File: config.mk
export PLATFORM = sky130hd
export DESIGN_NAME = async_fifo_rd
export DESIGN_NICKNAME = d
export VERILOG_FILES = /design/src/rtl/async_fifo_pkg.sv /design/src/rtl/async_fifo_ptr_sync.sv /design/src/rtl/async_fifo_rd.sv
export SDC_FILE = /design/constraint.sdc
export NUM_CORES = 1
export LEC_CHECK = 0
export BUFFER_PORTS_ARGS = -buffer_cell sky130_fd_sc_hd__buf_2
export CAP_MARGIN = 5
export CORE_UTILIZATION = 40
export CTS_CLUSTER_DIAMETER = 40
export CTS_CLUSTER_SIZE = 12
export DETAILED_ROUTE_END_ITERATION = 16
export HOLD_SLACK_MARGIN = 0.05
export REMOVE_ABC_BUFFERS = 1
export SLEW_MARGIN = 0
export SYNTH_ARGS = -nofsm -noshare
export SYNTH_HDL_FRONTEND = slang
export SYNTH_SLANG_ARGS = --single-unit
File: constraint.sdc
create_clock -name R_CLK -period 3.3 [get_ports R_CLK]
set_clock_uncertainty 0.2 [all_clocks]
set_input_delay 0.165 -clock R_CLK [delete_from_list [all_inputs] [get_ports R_CLK]]
set_output_delay 0.165 -clock R_CLK [all_outputs]
set_load 0.01 [all_outputs]
File: src/rtl/async_fifo_pkg.sv
// Shared async FIFO helpers: pointer Gray/binary conversion and default sizing.
// Used by both the read-side and write-side pointer controllers.
package async_fifo_pkg;

   localparam int DEFAULT_ADDR_WIDTH  = 3;
   localparam int DEFAULT_SYNC_STAGES = 2;

   // Conversions work on a zero-extended word so any pointer up to
   // PTR_MAX_W bits (ADDR_WIDTH+1) can be passed through and sliced back.
   localparam int PTR_MAX_W = 16;
   typedef logic [PTR_MAX_W-1:0] ptr_word_t;

   function automatic ptr_word_t bin2gray(input ptr_word_t bin);
      return bin ^ (bin >> 1);
   endfunction

   function automatic ptr_word_t gray2bin(input ptr_word_t gray);
      ptr_word_t bin;
      bin[PTR_MAX_W-1] = gray[PTR_MAX_W-1];
      for (int i = PTR_MAX_W - 2; i >= 0; i--) begin
         bin[i] = bin[i+1] ^ gray[i];
      end
      return bin;
   endfunction

endpackage

File: src/rtl/async_fifo_ptr_sync.sv
// N-stage plain flop synchroniser for a Gray-coded pointer crossing clock domains.
// No logic sits between stages so each bit sees only flop-to-flop paths.
module async_fifo_ptr_sync #(
   parameter int WIDTH  = 4,
   parameter int STAGES = 2
) (
   input  logic             clk,
   input  logic             rst_n,
   input  logic [WIDTH-1:0] d,
   output logic [WIDTH-1:0] q
);

   generate
      for (genvar gi = 0; gi < STAGES; gi++) begin : g_stage
         logic [WIDTH-1:0] stage_d;
         logic [WIDTH-1:0] stage_q;

         if (gi == 0) begin : g_first
            assign stage_d = d;
         end else begin : g_chain
            assign stage_d = g_stage[gi-1].stage_q;
         end

         always_ff @(posedge clk or negedge rst_n) begin
            if (!rst_n) begin
               stage_q <= '0;
            end else begin
               stage_q <= stage_d;
            end
         end
      end
   endgenerate

   assign q = g_stage[STAGES-1].stage_q;

endmodule

File: src/rtl/async_fifo_rd.sv
// Async FIFO read-domain controller: read pointers, write-pointer synchroniser, empty flag.
// Optional rd_level output enabled by defining ASYNC_FIFO_RD_LEVEL_EN.
module async_fifo_rd
   import async_fifo_pkg::*;
#(
   parameter int ADDR_WIDTH  = DEFAULT_ADDR_WIDTH,
   parameter int SYNC_STAGES = DEFAULT_SYNC_STAGES
) (
   input  logic                  R_CLK,
   input  logic                  R_RST,
   input  logic                  rd_inc,
   input  logic [ADDR_WIDTH:0]   gray_wr_ptr,
   output logic [ADDR_WIDTH-1:0] rd_addr,
   output logic [ADDR_WIDTH:0]   gray_rd_ptr,
`ifdef ASYNC_FIFO_RD_LEVEL_EN
   output logic                  rd_empty,
   output logic [ADDR_WIDTH:0]   rd_level
`else
   output logic                  rd_empty
`endif
);

   localparam int PTR_W = ADDR_WIDTH + 1;

   logic [PTR_W-1:0] rd_bin_q, rd_bin_d;
   logic [PTR_W-1:0] rd_gray_q, rd_gray_d;
   logic             rd_empty_q, rd_empty_d;
   logic             rd_pop;
   logic [PTR_W-1:0] wr_gray_sync;

   async_fifo_ptr_sync #(
      .WIDTH  (PTR_W),
      .STAGES (SYNC_STAGES)
   ) u_wr_ptr_sync (
      .clk   (R_CLK),
      .rst_n (R_RST),
      .d     (gray_wr_ptr),
      .q     (wr_gray_sync)
   );

   // Empty compares the post-pop pointer so the last pop raises the flag on its own edge.
   always_comb begin
      rd_pop     = rd_inc & ~rd_empty_q;
      rd_bin_d   = rd_bin_q + PTR_W'(rd_pop);
      rd_gray_d  = PTR_W'(bin2gray(PTR_MAX_W'(rd_bin_d)));
      rd_empty_d = (rd_gray_d == wr_gray_sync);
   end

   always_ff @(posedge R_CLK or negedge R_RST) begin
      if (!R_RST) begin
         rd_bin_q   <= '0;
         rd_gray_q  <= '0;
         rd_empty_q <= 1'b1;
      end else begin
         rd_bin_q   <= rd_bin_d;
         rd_gray_q  <= rd_gray_d;
         rd_empty_q <= rd_empty_d;
      end
   end

   assign rd_addr     = rd_bin_q[ADDR_WIDTH-1:0];
   assign gray_rd_ptr = rd_gray_q;
   assign rd_empty    = rd_empty_q;

`ifdef ASYNC_FIFO_RD_LEVEL_EN
   logic [PTR_W-1:0] wr_bin_sync;

   assign wr_bin_sync = PTR_W'(gray2bin(PTR_MAX_W'(wr_gray_sync)));
   assign rd_level    = wr_bin_sync - rd_bin_q;
`endif

endmodule

==> out/results.ini <==
[setup_path]
worst_setup_path_start_kind = flop
critPathArrivalTime_ns = 2.10
rr_endpoint = rd_empty
cp.required_ns = 3.30
worstSetupStartpoint = rd_empty
worst-path-max-fanout = 5
worstSetupPathType = flop to flop
crit_path_end_kind = flop
reg2reg_depth = 7
crit_end = rd_empty
reg2reg_from = rd_empty
regToRegSetupSlack_ns = 1.20

[synthesis]
ys_seq_area_share_pct = 60.57
yosysTopAreaCellShare_pct = 56.60
syn_area_um2 = 663.1
synth_cell_type_count = 25
synth_top_area_cell = dfrtp_1
ys_seq_elements = 16
avgSynthCellArea_um2 = 13.26
ys.warnings.count = 0
syn_inst = 50
synthTopCellsByArea = dfrtp_1 57%, xnor2_1 5.3%, xor2_1 5.3%, dfstp_2 4.0%, ha_1 3.8%

[final_layout]
fill_cells = 139
n_antenna_cell = 0
post-route-util_pct = 54.02
final_common_cell = dfrtp_1
mostFrequentLayoutCells = 15 x dfrtp_1, 14 x buf_2, 5 x dlygate4sd3_1
fin_nets = 81
area_delta_synth_final_pct = 24.15
stdcell_count = 87
drive_gt1_share_pct = 32.39

[sta]
finalSetupTns_ns = 0
rsz0062_at_grt = no
hold_violations = 0
min_period_over_period_pct = 63.50
fmax_ghz = 0.4772
worst_pin_slew_ns = 0.3476
setup_viol = 0
period_needed_ns = 2.096
final-max-slew-violation-count = 0
setup_ws_ns = 1.204
slew_headroom_pct = 76.82

[detailed_routing]
final_antenna_net_count = 0
avgViaCountPerCell = 4.713
wirelength_um = 913
vias = 410
drtPass1Iterations = 2
drc = 0
initialDrtViolationCount = 1
wl_per_cell_um = 10.49

[power_and_ir_drop]
pwr_density_cell_nw_per_um2 = 926.1
p_leak_nw = 0.3825
ir_worst_vdd_mv = 0.4387
total_power_w = 0.0007624

[run]
drv_cap = 0

[global_routing]
gr-total-overflow = 0
grt_pass1_wl_um = 1538
grt_use_total_pct = 11.45
grt_max_degree = 17
grt_pass1_vias = 382
antenna_found_initial = 0

[floorplan]
rows = 14
die_y_um = 42.72
ioPinCount = 15
initial_utilization_pct = 43.51
core_area_um2 = 1524
fp.dieArea_um2 = 1825
die_w_um = 42.72

[cts]
cts_resized = 0
cts_root_buf = clkbuf_4
clock-sinks = 16
h-tree-depth = 1
cts_made_buffers = 3
tritoncts = built
cts_setup_buffers = 0
path_clk_slew_ns = 0.10
clk_latency_ns = 0.28
hold_buffers = 5
clockBufferDepth = 2

[worst_hold_path]
worstHoldPathType = input pin to asynchronous set/reset pin

[placed_design]
dp_cells = 78
dp.final_hpwl_um = 657
io_buffers = 14
pre_cts_ws_ns = 1.206
gp_congestion = 0.7195

[status]
status = finished clean

synthesized netlist by cell type (all sizes together):
library cell / count
dfrtp: 15
xnor2: 5
xor2: 4
buf: 2
ha: 2
nand2: 2
nor2: 2
nor2b: 2
nor3: 2
a211oi: 1
a21bo: 1
a21oi: 1
a22oi: 1
a2bb2oi: 1
and2: 1
dfstp: 1
inv: 1
mux2i: 1
nand2b: 1
nand3: 1
o21ai: 1
o21bai: 1
or3: 1
kinds of logic (layout without fill, tap and decap cells):
family / count (synthesis) / count (layout) / synth area share [%]
AO/OA/AOI/OAI: 7 / 7 / 8.490
XOR/XNOR: 9 / 9 / 13.02
adder cells (fa/ha/maj): 2 / 2 / 3.773
buffers and inverters: 3 / 24 / 3.017
flip-flops: 16 / 16 / 60.57
multiplexers: 1 / 1 / 1.509
AND/OR/NAND/NOR: 12 / 12 / 9.624
critical path, stage by stage, from the launching register on:
cell	delay, ns
dfstp_2	0.53
nor2b_1	0.04
ha_1	0.22
ha_1	0.29
xnor2_2	0.23
xor2_1	0.21
mux2i_1	0.11
a211oi_2	0.19
sequential cells by signal (all words and copies together), names as in the netlist:
| name | count |
|---|---|
| rd_bin_q | 4 |
| gray_rd_ptr | 3 |
| u_wr_ptr_sync.g_stage.stage_q | 4 |
| u_wr_ptr_sync.q | 4 |
| rd_empty | 1 |
per-stage QoR:
step	cell area (um^2)	hold slack, ns
after global routing	823.3	0.1294
after CTS	823.3	0.1111
after floorplan	646.9	-0.3306
final	823.3	0.1077
after global placement	737.0	-0.1114
after detailed placement	737.0	-0.1077
how the worst min path moves through the flow:
stage,from,to,slack (ns),cells after the start
finish,R_RST,rd_bin_q[2],0.11,2
global route,R_RST,rd_bin_q[1],0.13,2
CTS,R_RST,rd_bin_q[1],0.11,2
detailed placement,R_RST,rd_bin_q[0],-0.11,1
global placement,R_RST,gray_rd_ptr[0],-0.11,1
floorplan,R_RST,gray_rd_ptr[0],-0.33,0
routing by layer:
layer / up-vias / global-route usage [%] / part of all wire, %
met3: 0 / 2.553 / 4.9
met4: 0 / 5.625 / 0
li1: 206 / - / -
met2: 13 / 19.39 / 48
met5: - / 0 / 0
met1: 191 / 13.56 / 47
area by class of cell:
cell class	instances	area (um^2)	share of cell area, %
Sequential cell	16	401.6	48.78
Multi-Input combinational cell	31	241.5	29.33
Timing Repair Buffer	19	120.1	14.59
Clock buffer	4	36.28	4.407
Tap cell	16	20.02	2.432
Inverter	1	3.754	0.4559
power breakdown:
group | switching, W | total [W] | leakage [nW] | internal [W]
Combinational | 0.000164 | 0.000331 | 0.176 | 0.000167
Clock | 0.0000598 | 0.000127 | 0.0210 | 0.0000671
Sequential | 0.0000463 | 0.000304 | 0.186 | 0.000258
(Power assumes the default switching activity.)
